[src/rtl/fft_stage_sequencer.sv]
// Radix-2 DIT FFT stage sequencer: walks every butterfly of every stage,
// presenting operand addresses and driving the twiddle-index counter controls.
module fft_stage_sequencer #(
  parameter int unsigned LOG2N        = 8,
  parameter int unsigned DRAIN_CYCLES = 4
) (
  input  logic             clk,
  input  logic             nrst,
  input  logic             start,
  input  logic             abort,
  input  logic             bfly_ready,
  output logic             bfly_valid,
  output logic [LOG2N-1:0] addr_a,
  output logic [LOG2N-1:0] addr_b,
  output logic [3:0]       stage_count_out,
  output logic             k_enable,
  output logic             k_clear,
  output logic             busy,
  output logic             done
);

  localparam int unsigned AW = LOG2N;
  localparam int unsigned JW = LOG2N - 1;
  localparam logic [JW-1:0] J_LAST      = '1;
  localparam logic [3:0]    STAGE_LAST  = 4'(LOG2N - 1);
  localparam logic [3:0]    DRAIN_LOAD  = (DRAIN_CYCLES == 0) ? 4'd0 : 4'(DRAIN_CYCLES - 1);
  localparam logic [AW-1:0] ADDR_ONE    = AW'(1);

  typedef enum logic [2:0] {
    S_IDLE,
    S_CLEAR,
    S_ISSUE,
    S_DRAIN,
    S_DONE
  } state_t;

  state_t        r_state, w_state_nxt;
  logic [3:0]    r_stage, w_stage_nxt;
  logic [JW-1:0] r_j, w_j_nxt;
  logic [3:0]    r_drain, w_drain_nxt;

  logic          w_issue;
  logic          w_hs;
  logic [AW-1:0] w_j_ext;
  logic [AW-1:0] w_span;
  logic [AW-1:0] w_k;
  logic [AW-1:0] w_grp;
  logic [AW-1:0] w_addr_a;

  // A handshake only counts when abort is not overriding the cycle
  assign w_issue = (r_state == S_ISSUE);
  assign w_hs    = w_issue & bfly_ready & ~abort;

  // Butterfly operand address generation from stage and butterfly index
  always_comb begin
    w_j_ext  = AW'(r_j);
    w_span   = ADDR_ONE << r_stage;
    w_k      = w_j_ext & (w_span - ADDR_ONE);
    w_grp    = (w_j_ext >> r_stage) << (r_stage + 4'd1);
    w_addr_a = w_grp | w_k;
  end

  // State, stage, butterfly and drain counter registers
  always_ff @(posedge clk or negedge nrst) begin
    if (!nrst) begin
      r_state <= S_IDLE;
      r_stage <= '0;
      r_j     <= '0;
      r_drain <= '0;
    end else begin
      r_state <= w_state_nxt;
      r_stage <= w_stage_nxt;
      r_j     <= w_j_nxt;
      r_drain <= w_drain_nxt;
    end
  end

  // Next-state and counter update logic; abort overrides every transition
  always_comb begin
    w_state_nxt = r_state;
    w_stage_nxt = r_stage;
    w_j_nxt     = r_j;
    w_drain_nxt = r_drain;
    unique case (r_state)
      S_IDLE: begin
        if (start && !abort) begin
          w_state_nxt = S_CLEAR;
          w_stage_nxt = '0;
        end
      end
      S_CLEAR: begin
        w_j_nxt     = '0;
        w_state_nxt = S_ISSUE;
      end
      S_ISSUE: begin
        if (w_hs) begin
          w_j_nxt = r_j + JW'(1);
          if (r_j == J_LAST) begin
            w_state_nxt = S_DRAIN;
            w_drain_nxt = DRAIN_LOAD;
          end
        end
      end
      S_DRAIN: begin
        if (r_drain == 4'd0) begin
          if (r_stage == STAGE_LAST) begin
            w_state_nxt = S_DONE;
          end else begin
            w_stage_nxt = r_stage + 4'd1;
            w_state_nxt = S_CLEAR;
          end
        end else begin
          w_drain_nxt = r_drain - 4'd1;
        end
      end
      S_DONE: begin
        w_state_nxt = S_IDLE;
      end
      default: begin
        w_state_nxt = S_IDLE;
      end
    endcase
    if (abort) begin
      w_state_nxt = S_IDLE;
    end
  end

  // Outputs decoded from registered state; k_enable is the only ready-dependent one
  always_comb begin
    bfly_valid      = w_issue;
    addr_a          = w_issue ? w_addr_a : '0;
    addr_b          = w_issue ? (w_addr_a + w_span) : '0;
    stage_count_out = r_stage;
    k_enable        = w_hs;
    k_clear         = (r_state == S_CLEAR) | abort;
    busy            = (r_state != S_IDLE);
    done            = (r_state == S_DONE);
  end

endmodule

[config.mk]
export PLATFORM = sky130hd
export DESIGN_NAME = fft_stage_sequencer
export DESIGN_NICKNAME = d
export VERILOG_FILES = /design/src/rtl/fft_stage_sequencer.sv
export SDC_FILE = /design/constraint.sdc
export NUM_CORES = 1
export LEC_CHECK = 0
export CAP_MARGIN = 20
export CORE_MARGIN = 5
export CORE_UTILIZATION = 46
export CTS_CLUSTER_DIAMETER = 80
export CTS_CLUSTER_SIZE = 8
export DETAILED_ROUTE_END_ITERATION = 6
export PLACE_DENSITY = 0.72
export SLEW_MARGIN = 30
export SYNTH_ARGS = -nofsm -noshare
export SYNTH_HDL_FRONTEND = slang
export SYNTH_SLANG_ARGS = --single-unit
[constraint.sdc]
create_clock -name clk -period 4.7 [get_ports clk]
set_clock_uncertainty 0.15 [all_clocks]
set_input_delay 0.47 -clock clk [delete_from_list [all_inputs] [get_ports clk]]
set_output_delay 0.47 -clock clk [all_outputs]
set_load 0.01 [all_outputs]
-- After elaboration in Yosys (flattened, before gate mapping)
Index checks and enable logic that the tools add are counted.
- bits of input ports: 5
- output and inout bits: 25
- word-level logic and storage cells: 65
- memories: 0
- memory bits (writable): 0
- bits in latches: 0
- register bits: 18
- memory bits (read-only): 0
- reduce and logical (&&, ||, !) cells: 12
- shift operators: 3
- multiply operators: 0
- bitwise gates (word level): 6
- equal/unequal tests: 16
- divide/modulo/power cells: 0
- $lt $le $gt $ge: 0
- add/sub/neg operators: 5
- muxes and demuxes: 19
- operators by type and width (cell ; count):
    2-to-1 mux 4 bit ; 6
    2-to-1 mux 3 bit ; 6
    2-to-1 mux 8 bit ; 2
    one-hot mux 4 bit (2 select lines) ; 2
    one-hot mux 7 bit (2 select lines) ; 1
    one-hot mux 3 bit (4 select lines) ; 1
    AND reduction 4 bit ; 3
    != test 2 bit (second input constant) ; 5
    != test 3 bit (second input constant) ; 3
    adder 8 bit ; 1
    AND 7 x 8 -> 8 bit ; 1
    OR 8 bit ; 1
    << shifter 1 x 4 -> 8 bit (first input constant) ; 1
    << shifter 8 x 4 -> 8 bit ; 1
    >> shifter 7 x 4 -> 8 bit ; 1
    subtractor 8 x 1 -> 8 bit (second input constant) ; 1
    adder 7 x 1 -> 7 bit (second input constant) ; 1
    == test 7 bit (second input constant) ; 1
    2-to-1 mux 7 bit ; 1
    == test 3 x 2 -> 1 bit (second input constant) ; 2
    nonzero test 2 bit ; 3
    adder 4 x 1 -> 4 bit (second input constant) ; 1
    == test 4 x 3 -> 1 bit (second input constant) ; 1
    logical NOT 4 bit ; 1
    other kinds (13) ; 14

-- Longest topological paths before layout
- depth after elaboration: 6
- depth in mapped cells: 17
- mapped depth without buffers: 15

-- Worst setup path before layout
Ideal clock, no wire load.
- path kind: flip-flop to output port
- start point: register r_stage[1] (netlist: stage_count_out[1])
- end point: output addr_b[7]
- stages on the path, launching flop included: 17
- path buffers: 4
- slack: 0.320 ns
- arrival time: 3.760 ns
- data required time: 4.080 ns
- cell sequence: dfrtp_1 -> buf_6 -> clkbuf_1 -> inv_1 -> ha_1 -> clkbuf_1 -> clkbuf_1 -> nor3_1 -> a21oi_1 -> inv_1 -> ha_1 -> a21oi_1 -> nor2b_1 -> o31a_1 -> o41ai_1 -> xnor3_1 -> and2_1
- longest elaborated chain between the ends: 6
- RTL lines (item ; RTL line ; source):
    start: declaration ; 38 ; logic [3:0] r_stage, w_stage_nxt;
    start signal: assignment ; 72 ; r_stage <= w_stage_nxt;
    << shifter 1 x 4 -> 8 bit ; 57 ; w_span = ADDR_ONE << r_stage;
    subtractor 8 x 1 -> 8 bit ; 58 ; w_k = w_j_ext & (w_span - ADDR_ONE);
    AND 7 x 8 -> 8 bit ; 58 ;
    OR 8 bit ; 60 ; w_addr_a = w_grp | w_k;
    adder 8 bit * ; 132 ; addr_b = w_issue ? (w_addr_a + w_span) : '0;
    2-to-1 mux 8 bit * ; 132 ;
    end: declaration ; 14 ; output logic [LOG2N-1:0] addr_b,
Mark *: on every way between the ends. The rest lies on a longest branch, timed or not.

-- Worst setup path in the final report
- start point: register r_stage[0] (netlist: stage_count_out[0])
- end point: output addr_b[7]
The elaborated chain is that of the path after synthesis.

==> summary.md <==
| Metric | Value |
|---|---|
| Area delta synth->final | `25.9%` |
| Mean area per synthesized cell | `7.65 sq um` |
| Power Density | `270 mW/mm^2` |
| # rows | `25` |
| Final worst-path cycle share | `96.1%` |
| Die area | `0.00649 sq mm` |
| Leakage | `1.24 nW` |
| CP Cell Sequence | `mux2_2 > mux4_2 > o2bb2ai_1 > mux2i_1 > o21ai_1 > ha_1 > nor2b_1 > o31a_1 > o41ai_2 > xnor3_1 > and2_1 > clkdlybuf4s50_1` |
| Height of the die | `80.5 um` |
| WP data required | `4080 ps` |
| Antenna violations before repair | `0` |
| CP peak stage delay | `510 ps` |
| Top delay family on crit path | `multiplexers` |
| Vias | `2334` |
| Cells after synthesis | `299` |
| Crit path time final | `4520 ps` |
| WP data arrival | `around 3900 ps` |
| H-tree lvl count | `1` |
| Metal3 WL | `296 um` |
| Crit-path max FO | `6` |
| Final TNS setup | `0 ps` |
| F_max | `221 MHz` |
| Area occupied by registers | `454 sq um` |
| I/O pins | `30` |
| Fillers | `444` |
| Netlist cell types | `60` |
| Total track usage | `20.5%` |
| Slew @ Worst Pin | `approximately 780 ps` |
| DR iter-0 viols | `between 150 and 200` |
| Number of global-route vias before repair | `2314` |
| RSZ-0062 raised after global routing | `false` |
| Clk slew on worst S/H paths | `~60 ps` |
| WS Path Type | `reg -> out` |
| Crit end category | `primary output` |
| Slew headroom | `between 40% and 50%` |
| Max layer used | `met4` |
| Hold_buf cts | `0` |
| Proportion of layout cells with a drive suffix above 1 | `16.9%` |
| M1 WL | `~2700 um` |
| CTS Buffer Depth | `2` |
| ANT cells | `0` |
| VDD IR max | `between 0.0002 and 0.00025 V` |
| Dpl hpwl | `4860 um` |
| Post-Synthesis Net Count | `321` |
| Synthesized area | `0.00229 sq mm` |
| DR pass1 iterations | `5` |
| CP Buf/Inv Count | `1` |
| CTS Sinks | `18` |
| Initial Utilization | `between 40 and 50%` |
| Crit-path slowest cell | `mux4_2` |
| CTS tree | `done` |
| Met2 WL | `~3000 um` |
| Clk_lat worst skew | `250 ps` |
| Max-Cap Viols | `0` |
| Largest net degree at the start of global routing | `19` |
| # setup viols final | `0` |
| Number of enable flip-flop cells after synthesis | `0` |
| Asr flop ratio synth | `100%` |
| DRC viols | `0` |
| Yosys warns | `0` |
| First-pass GRT wire length | `10700 um` |
| Outcome | `finished, final reports clean` |
| Seq/Total Area, Yosys | `19.7%` |
| Num CTS Buffers | `3` |
| Clk Tree Root Cell | `clkbuf_8` |
| Synth Flop Type | `dfrtp_1` |
| Startpoint Class | `flop` |
| Nets | `361` |
| Vias per cell | `5.76` |
| Post-placement cell area | `0.00274 sq mm` |
| Core ar. | `0.00479 sq mm` |
| Remaining Overflow, GRT | `0` |
| RD Place Congestion | `between 0.9 and 1` |
| Buffers on Ports | `29` |
| Fin. Hold Viols | `0` |
| Max-slew violation count | `0` |
| DRT antenna net count | `0` |
| Post-DR wirelength/cell | `about 15 um` |
| Final Cell Area | `~0.0029 sq mm` |
| Hold Crit Class | `reg -> reg` |
| Final wirelength | `6150 um` |
| Multi-input gate area | `0.00174 sq mm` |
| Width of the die | `80.5 um` |
| Yosys reg bits | `18` |
-- cells by family (layout without fill, tap and decap cells) --
| group | Yosys count | after routing | synth area share, % |
|---|---|---|---|
| and+or+nand+nor | 131 | 131 | 30.0 |
| AOI/OAI and AO/OA | 71 | 71 | 21.0 |
| buffers and inverters | 36 | 75 | 6.83 |
| DFF | 18 | 18 | 19.7 |
| adders and majority gates | 17 | 17 | 9.62 |
| muxes | 15 | 15 | 8.09 |
| xor gates and xnor gates | 11 | 11 | 4.81 |
-- power breakdown --
| part | switching, W | internal, W | leakage [nW] |
|---|---|---|---|
| sequential | 0.0000265 | 0.000177 | 0.237 |
| combinational | 0.000243 | 0.000208 | 0.979 |
| clock | 0.0000479 | 0.0000743 | 0.0288 |
-- area by class of cell --
class                      count  share of cell area, %
multi-input combinational    245                   60.3
timing repair buffer          54                   16.9
sequential                    18                   15.8
tap                           67                   2.91
inverter                      17                   2.21
clock buffer                   4                   1.91
-- layer usage --
layer	vias up	GRT usage (%)
met5	-	0
met3	20	1.35
met1	1085	26.2
li1	1149	-
met2	80	36.2
met4	0	6.93
-- Yosys cell counts, types with 7 or more instances --
master    count  area share [%]
nor2_1       35             5.7
nand2_1      26             4.3
o21ai_0      24             5.2
dfrtp_1      18              20
ha_1         16             8.7
inv_1        15             2.5
and2_1       10             2.7
clkbuf_1     10             1.6
nand3_1      10             2.2
nor2b_1      10             2.7
a21oi_1       9             2.0
nor3_1        9             2.0
mux2i_1       8             3.5
xor2_1        7             2.7
-- layout by cell type, fill, tap and decap left out, types with 4 or more instances in the layout --
cell type / instances
a21oi_1: 8
o31ai_1: 4
nor3_1: 8
mux2_2: 5
ha_1: 15
nor2b_1: 10
o21ai_0: 21
inv_1: 15
nand3_1: 10
and2_1: 10
mux2i_1: 7
nand2_1: 26
nor2_1: 35
dfrtp_1: 15
and3_1: 4
clkbuf_8: 4
clkdlybuf4s50_1: 28
nand4_1: 4
a31oi_1: 4
buf_4: 24
nand2b_1: 4
xor2_1: 6
-- registers in the layout (all words and copies together), names as in the netlist --
signal / flops
r_state: 3
r_drain: 4
stage_count_out: 4
r_j: 7
-- final timing paths --
| check | from | endpoint | slack, ps | depth (start not counted) |
|---|---|---|---|---|
| setup / recovery | stage_count_out[0] | addr_b[7] | 180 | 12 |
| hold / removal | r_drain[0] | r_drain[0] | 400 | 1 |
| setup reg to reg | r_state[0] | r_drain[2] | 2220 | 6 |
| hold reg to reg | r_drain[0] | r_drain[0] | 400 | 1 |
| max in group asynchronous | nrst | stage_count_out[2] | 3330 | 1 |
| min in group asynchronous | nrst | r_drain[0] | 530 | 1 |
-- timing repair --
item                       in CTS  in global routing
setup endpoints to repair       2                  3
pin swaps                       1                  1
resized for setup               5                 15
setup buffers                   2                  0
-- per-stage QoR --
step	hold WS, ps	instances	total power [W]	setup WS (ps)	util, %
after floorplan	24.4	299	0.000499	320	-
after global placement	386	399	0.000622	40.5	57.3
after detailed placement	392	399	0.000630	47.8	57.3
after CTS	402	405	0.000766	27.4	59.1
after global routing	431	405	0.000851	1.83	60.2
final	395	405	0.000777	183	60.2
Note: power is estimated with default switching activity, not from simulation.
